===== src/rtl/uart_rx_mmio.sv =====
// 8N1 UART receiver with a small byte FIFO and DATA/STATUS registers on a read-only port.
// A byte is readable the cycle after its stop-bit sample; a full FIFO drops new bytes and sets OVR.
module uart_rx_mmio #(
    parameter int          CLKS_PER_BIT = 434,
    parameter int          FIFO_DEPTH   = 8,
    parameter logic [31:0] BASE_ADDR    = 32'h1000_0000
) (
    input  logic        clk,
    input  logic        rst_n,
    input  logic        rx,
    input  logic [31:0] d_addr,
    input  logic        d_re,
    output logic [31:0] d_rdata,
    output logic        irq
);

    localparam int CW = $clog2(CLKS_PER_BIT);
    localparam int AW = $clog2(FIFO_DEPTH);

    localparam logic [CW-1:0] HALF_LOAD   = CW'(CLKS_PER_BIT / 2 - 1);
    localparam logic [CW-1:0] BIT_LOAD    = CW'(CLKS_PER_BIT - 1);
    localparam logic [AW:0]   DEPTH_COUNT = (AW + 1)'(FIFO_DEPTH);
    localparam logic [31:0]   DATA_ADDR   = BASE_ADDR + 32'd4;
    localparam logic [31:0]   STAT_ADDR   = BASE_ADDR + 32'd8;

    typedef enum logic [2:0] {
        IDLE,
        START,
        DATA,
        STOP,
        WAIT_HIGH
    } state_t;

    state_t        state;
    logic          rx_meta;
    logic          rx_sync;
    logic [CW-1:0] cnt;
    logic [2:0]    bit_cnt;
    logic [7:0]    shreg;

    logic [7:0]    mem [FIFO_DEPTH];
    logic [AW-1:0] wr_ptr;
    logic [AW-1:0] rd_ptr;
    logic [AW:0]   count;
    logic          ovr;
    logic          ferr;

    logic sample;
    logic push;
    logic ferr_set;
    logic empty;
    logic full;
    logic pop;
    logic wr_en;
    logic ovr_set;
    logic stat_rd;

    always_ff @(posedge clk or negedge rst_n) begin
        if (!rst_n) begin
            rx_meta <= 1'b1;
            rx_sync <= 1'b1;
        end else begin
            rx_meta <= rx;
            rx_sync <= rx_meta;
        end
    end

    assign sample   = (cnt == '0);
    assign push     = (state == STOP) && sample && rx_sync;
    assign ferr_set = (state == STOP) && sample && !rx_sync;

    always_ff @(posedge clk or negedge rst_n) begin
        if (!rst_n) begin
            state   <= IDLE;
            cnt     <= '0;
            bit_cnt <= '0;
            shreg   <= '0;
        end else begin
            case (state)
                IDLE: begin
                    if (!rx_sync) begin
                        state   <= START;
                        bit_cnt <= '0;
                        cnt     <= HALF_LOAD;
                    end
                end
                START: begin
                    if (!sample) begin
                        cnt <= cnt - 1'b1;
                    end else if (rx_sync) begin
                        state <= IDLE;
                    end else begin
                        state <= DATA;
                        cnt   <= BIT_LOAD;
                    end
                end
                DATA: begin
                    if (!sample) begin
                        cnt <= cnt - 1'b1;
                    end else begin
                        shreg <= {rx_sync, shreg[7:1]};
                        cnt   <= BIT_LOAD;
                        if (bit_cnt == 3'd7) begin
                            state <= STOP;
                        end else begin
                            bit_cnt <= bit_cnt + 1'b1;
                        end
                    end
                end
                STOP: begin
                    if (!sample) begin
                        cnt <= cnt - 1'b1;
                    end else begin
                        state <= rx_sync ? IDLE : WAIT_HIGH;
                    end
                end
                WAIT_HIGH: begin
                    if (rx_sync) begin
                        state <= IDLE;
                    end
                end
                default: state <= IDLE;
            endcase
        end
    end

    assign empty   = (count == '0);
    assign full    = (count == DEPTH_COUNT);
    assign pop     = d_re && (d_addr == DATA_ADDR) && !empty;
    // A pop on a full FIFO frees the slot in the same cycle, so the push still lands.
    assign wr_en   = push && (!full || pop);
    assign ovr_set = push && full && !pop;
    assign stat_rd = d_re && (d_addr == STAT_ADDR);

    always_ff @(posedge clk) begin
        if (wr_en) begin
            mem[wr_ptr] <= shreg;
        end
    end

    always_ff @(posedge clk or negedge rst_n) begin
        if (!rst_n) begin
            wr_ptr <= '0;
            rd_ptr <= '0;
            count  <= '0;
            ovr    <= 1'b0;
            ferr   <= 1'b0;
        end else begin
            if (wr_en) begin
                wr_ptr <= wr_ptr + 1'b1;
            end
            if (pop) begin
                rd_ptr <= rd_ptr + 1'b1;
            end
            case ({wr_en, pop})
                2'b10:   count <= count + 1'b1;
                2'b01:   count <= count - 1'b1;
                default: count <= count;
            endcase
            // A set event in the same cycle as a STATUS read keeps the bit set.
            if (ovr_set) begin
                ovr <= 1'b1;
            end else if (stat_rd) begin
                ovr <= 1'b0;
            end
            if (ferr_set) begin
                ferr <= 1'b1;
            end else if (stat_rd) begin
                ferr <= 1'b0;
            end
        end
    end

    always_comb begin
        d_rdata = 32'h0;
        if (d_addr == DATA_ADDR) begin
            if (!empty) begin
                d_rdata = {24'h0, mem[rd_ptr]};
            end
        end else if (d_addr == STAT_ADDR) begin
            d_rdata = {16'h0, 8'(count), 5'h0, ferr, ovr, !empty};
        end
    end

    assign irq = !empty;

endmodule


===== config.mk =====
export PLATFORM = sky130hd
export DESIGN_NAME = uart_rx_mmio
export DESIGN_NICKNAME = d
export VERILOG_FILES = /design/src/rtl/uart_rx_mmio.sv
export SDC_FILE = /design/constraint.sdc
export NUM_CORES = 1
export LEC_CHECK = 0
export CORE_ASPECT_RATIO = 1.2
export CORE_MARGIN = 2
export CORE_UTILIZATION = 40
export DETAILED_ROUTE_END_ITERATION = 10
export PLACE_DENSITY_LB_ADDON = 0.1
export SYNTH_ARGS = -nofsm -noshare
export SYNTH_HDL_FRONTEND = slang
export SYNTH_SLANG_ARGS = --single-unit

===== constraint.sdc =====
create_clock -name clk -period 3.57 [get_ports clk]
set_input_delay 0.714 -clock clk [delete_from_list [all_inputs] [get_ports clk]]
set_output_delay 0.714 -clock clk [all_outputs]
set_load 0.005 [all_outputs]

# Yosys cells after proc, flatten, opt, wreduce, memory -nomap -nowiden
# Memory sizes are Yosys's and may differ from the RTL's.
# Index checks and enable logic that the tools add are counted.
# word_totals
reg_bits	37
ramBits	64
input_bits	36
out_inout_bits	33
elab_cells	91
mem_count	1
# mem_list
name	words	word_bits	rd	rd_clocked_by_memory_dff	wr	line_no	text
mem	8	8	1	0	1	41	logic [7:0] mem [FIFO_DEPTH];
# op_classes
add_sub_neg	6
n_eq_ne	19
muxes	28
reduce_logical	26
# ops
op	count
$eq A32 B29 Y1 const B	2
$mux W9	5
$pmux W9 S4	1
$mux W32	1
$mux W3	10
$ne A2 B2 Y1 const B	8
$pmux W3 S5	1
$mux W12	1
$add A3 B1 Y3 const B	3
$logic_and A1 B1 Y1	9
$logic_not A9 Y1	1
$sub A9 B1 Y9 const B	1
$mux W8	1
$pmux W4 S2	1
$reduce_and A4 Y1	2
$reduce_bool A2 Y1	4
$eq A3 B2 Y1 const B	2
$eq A3 B3 Y1 const B	2
$pmux W3 S2	1
$reduce_and A6 Y1	1
$mux W1	5
$add A4 B1 Y4 const B	1
$eq A4 B4 Y1 const B	1
$logic_not A1 Y1	4
other kinds (11)	11

# Logic depth before layout (Yosys ltp)
# depth
ltp_word	7
mapped_depth	14
mapped_depth_nobuf	13

# Least setup slack after synthesis
# Ideal clock, no wire load.
# synth_path
kind	input-to-reg
start	input port d_addr[9]
end	memory mem[0][0], enable pin
setup_ns	0.395
arrival_time_ns	2.485
t_required_ns	3.175
setup_slack_ns	0.690
stages	6
n_path_buf	1
cell_sequence	nor4b_1 > and4_1 > and3_4 > buf_6 > o21ai_4 > nor4_1
# synth_between
elab_chain_len	7
# synth_rtl
item	line_no	text
start: declaration	11	input logic [31:0] d_addr,
$eq A32 B29 Y1	129	assign pop = d_re && (d_addr == DATA_ADDR) && !empty;
$logic_and A1 B1 Y1 (2 in a row)	129	
$logic_or A1 B1 Y1	131	assign wr_en = push && (!full || pop);
$logic_and A1 B1 Y1	131	
$mux W1	136	if (wr_en) begin
$mux W1 (not written as such)	137	mem[wr_ptr] <= shreg;
end: declaration	41	
# Every way passes these cells.

# Final worst setup path
# layout_path
start	input port d_addr[24]
end	output port d_rdata[1]
# layout_between
elab_chain_len	3
elab_cells_between_ends	4
# layout_rtl
item	line_no	text
$eq A32 B29 Y1	180	end else if (d_addr == STAT_ADDR) begin
$mux W12	180	
$mux W32 (*)	176	if (d_addr == DATA_ADDR) begin
end: declaration	13	output logic [31:0] d_rdata,
# Mark *: on every way between the ends. The rest lies on a longest branch, timed or not.

==> impl_summary.txt <==
----------------------------------------------------
[GRT]
  Global-route wire length before repair ... 17100 um
  Antenna violations before repair ... 0
  Overall routing resource usage ... 17.0%
  Met3 Usage GRT ... 3.14%
  Total grt overflow ... 0
  Vias in the first global route ... 3152
  Gr busiest metal ... met2
  Met2 Track Usage GR ... 30.5%
  GRT met1 Usage ... 20.6%
  Pin count of the biggest net entering global routing ... 38

[Final layout]
  Final-layout fill cell count ... 1074
  Layout cell share with drive strength beyond 1 ... 20.3%
  Final net count ... 466
  Util after Layout ... 49.4%
  Design area ... 0.00590 sq mm
  Post-Layout Cell Count ... 589
  Growth of design area from synthesis to finish ... 21.7%
  Ant diodes ... 0

[Synthesis]
  Number of enable-type register cells in the synthesized netlist ... 64
  Adder-Cell Fraction of Synth Area ... 1.81%
  Number of warnings issued by yosys ... 0
  Number of storage elements in the synthesis netlist ... 101
  Simple logic cell fraction of the synthesized area ... 13.4%
  Proportion of register bits with asynchronous set or reset after synthesis ... 36.6%
  Fraction of synthesized cell area in xor and xnor cells ... 1.26%
  Share of the synthesized area in compound gates (AO/OA/AOI/OAI) ... 7.69%
  Commonest register cell after synthesis ... sky130_fd_sc_hd__edfxtp_1
  Proportion of synthesized chip area in sequential cells ... 58.8%
  Proportion of synthesized area in mux cells ... 11.7%
  Syn avg cell area ... 13.4 sq um
  Post-synthesis instance total ... 361
  Combinational family with the most area after synthesis ... simple AND/OR/NAND/NOR gates
  Distinct cell type count after synthesis ... 62
  Post-synth design cell area ... 0.00485 sq mm

[Place]
  Post-DP HPWL ... 7350 um
  Dpl cell area ... 0.00550 sq mm
  Port bufs ... 48
  Placement Setup Slack ... -0.0563 ns
  Placer's final routability congestion estimate ... 0.838
  Number of placed cells counting well taps ... 571

[Pwr]
  Switching Share ... 21.5%
  Power density over the cells ... 380 mW/mm^2
  Leak pwr ... 2.40 nW
  Clock Power Share ... 42.0%
  Power Total ... 2.24 mW
  Flop pwr share ... 55.1%
  Internal power component ... 1.76 mW
  Switching pwr ... 0.483 mW
  Share of total power in combinational logic ... 2.9%
  Worst-case vdd ir drop ... 0.000226 V

[Run status]
  Status ... completed

[Drt]
  Number of remaining DRC errors ... 0
  Via density per instance ... 5.31
  Antenna Violating Nets Remaining ... 0
  Count of TritonRoute iterations in the first routing pass ... 4
  Detailed router's first-iteration violation count ... 137
  Wire length per cell after detailed routing ... 17.8 um
  Final WL ... 10500 um
  Overall via count from detail_route ... 3128

[Clock network]
  Clock tree from TritonCTS ... built
  Number of hold buffers added after cts ... 0
  Number of buffers created by CTS ... 9
  Number of clock sinks seen by CTS ... 101
  Max clock buf depth ... 2
  CTS root buffer ... sky130_fd_sc_hd__clkbuf_16
  Clock-pin transition on the worst setup and hold timing paths ... 0.07 ns
  Clock latency on the worst-skew pair ... 0.34 ns
  Number of H-tree levels ... 3

[STA]
  Worst-case hold slack ... 0.358 ns
  Final Max Slew Viols ... 0
  Min Clock Period, post-route ... 3.45 ns
  Post-layout worst setup margin ... 0.118 ns
  Clock skew after layout ... 0.00572 ns
  RSZ-0062 raised after global routing ... no
  Maximum clock frequency ... 290 MHz
  Slew margin rel. ... 42.6%
  Finish-stage setup viols ... 0
  Post-route setup TNS ... 0 ns
  Share of the cycle needed by the critical path after routing ... 96.7%
  Slew at the pin closest to its max-slew limit ... 0.861 ns
  Count of endpoints failing hold in the final timing report ... 0

[Floorplanning]
  Number of top-level pins ... 69
  Std cell rows ... 44
  Total die area ... 0.0130 sq mm
  Initial Utilization ... 40.6%
  Die Span X ... 105 um
  Die extent in y ... 125 um
  Area of the core ... 0.0119 sq mm

[Flow run]
  Count of max-cap constraint violations ... 0

[Critical path]
  Number of cells on the worst reg-to-reg path ... 13
  CP Data Arrival Time ... 2.74 ns
  Critical path class ... in2out
  Setup slack of the most critical reg-to-reg path ... 0.70 ns
  Launching element of the worst setup path ... d_addr[24]
  Worst-path maximum fanout ... 6
  Worst r2r src ... cnt[0]
  CP startpoint kind ... input pin
  Worst Setup End Kind ... output pin
  Crit path required time ... 2.86 ns

[Min path]
  Hold Crit Class ... reg2reg
  WHS Path Cells ... 0
  Startpoint of the tightest hold check path ... rx_meta

----------------------------------------------------
## repair_timing
| action | 4_1_cts | 5_1_grt |
|---|---|---|
| endpoints found under the setup margin | 6 | 8 |
| hold endpoints to repair | 0 | 0 |
| buffers inserted | 1 | 1 |
| pin swaps | 3 | 5 |
| resized for setup | 6 | 17 |
## flip-flops by register name, summed over array words and instances (netlist names)
name     count
wr_ptr       3
rx_meta      1
state        3
rx_sync      1
shreg        8
cnt          9
mem         64
rd_ptr       3
ferr         1
ovr          1
bit_cnt      3
count        4
## per-layer routing
layer	vias to the layer above	part of all wire, %
li1	1473	-
met1	1592	42
met2	54	55
met3	9	2.3
met4	0	1.3
met5	-	0
## path summary, 6_finish.rpt
| kind | end |
|---|---|
| hold / removal | rx_sync |
| setup reg to reg | count[2] |
| max in group asynchronous | wr_ptr[1] |
| min in group asynchronous | cnt[6] |
| hold reg to reg | rx_sync |
| setup / recovery | d_rdata[1] |
## critical path, cell delays in order
cell                              delay [ns]
sky130_fd_sc_hd__clkdlybuf4s50_1        0.41
sky130_fd_sc_hd__nor4_2                 0.31
sky130_fd_sc_hd__nand4_1                0.21
sky130_fd_sc_hd__nor3_1                 0.22
sky130_fd_sc_hd__buf_4                  0.18
sky130_fd_sc_hd__nand2_1                0.05
sky130_fd_sc_hd__o21ai_0                0.07
sky130_fd_sc_hd__clkdlybuf4s50_1        0.56
## power groups by stage
stage	Sequential (mW)	Combinational [mW]	Clock, mW
global placement	1.26	0.0585	0
detailed placement	1.26	0.0592	0
finish	1.24	0.0655	0.943
CTS	1.24	0.0631	0.970
floorplan	1.26	0.0280	0
global route	1.24	0.0718	1.02
## layout make-up
cell class,instances,area [sq um],area share [%]
clock inverter,7,63.8,1.08
sequential,101,2850,48.3
multi-input combinational,236,1880,31.9
inverter,8,30.0,0.509
clock buffer,9,225,3.81
timing repair buffer,67,649,11.0
tap,161,201,3.41
## cells in the final DEF, fill, tap and decap left out, drive strengths merged, types with 3 or more instances in the layout
cell and n:
nor4b 3, nand4 8, o211ai 3, o21ai 17, dfrtp 35, nor3 12, mux2i 8, edfxtp 64
and3 5, nor2 22, a22o 3, xnor2 7, dlymetal6s2s 11, a31oi 5, inv 12, buf 20
nor4 11, ha 7, and2 4, nand2 21, clkdlybuf4s50 36, conb 20, a21oi 13, nand2b 3
clkbuf 9, nand3 6, mux4 16, mux2 11
## synth_stat cells (all sizes together), types with 3 or more instances
library cell  instances  area [sq um]
a31oi                 5          31.3
o211ai                3          22.5
dfrtp                35           876
a22o                  3          26.3
xnor2                 7          61.3
nor3                 12          82.6
mux2i                 8          80.1
nand4                 8          50.1
nand3                 6          30.0
mux2                 11           128
ha                    7          87.6
o21ai                17          96.3
a21oi                13          65.1
edfxtp               64          1920
nor2                 22          85.1
buf                  26           191
and2                  4          25.0
mux4                 16           360
inv                   8          30.0
and3                  5          41.3
nand2b                3          18.8
clkbuf                9          33.8
nand2                21          81.3
nor4                 11          83.8
nor4b                 3          32.5
## logic make-up (layout without fill, tap and decap cells)
group / after synthesis / after routing
AND/OR/NAND/NOR: 110 / 110
flip-flops: 101 / 101
AO/OA/AOI/OAI: 57 / 57
buffers and inverters: 43 / 91
multiplexers: 35 / 35
adder cells (fa/ha/maj): 7 / 7
XOR/XNOR: 7 / 7
other: 1 / 20
No activity file was read; power rests on OpenSTA's default activity.
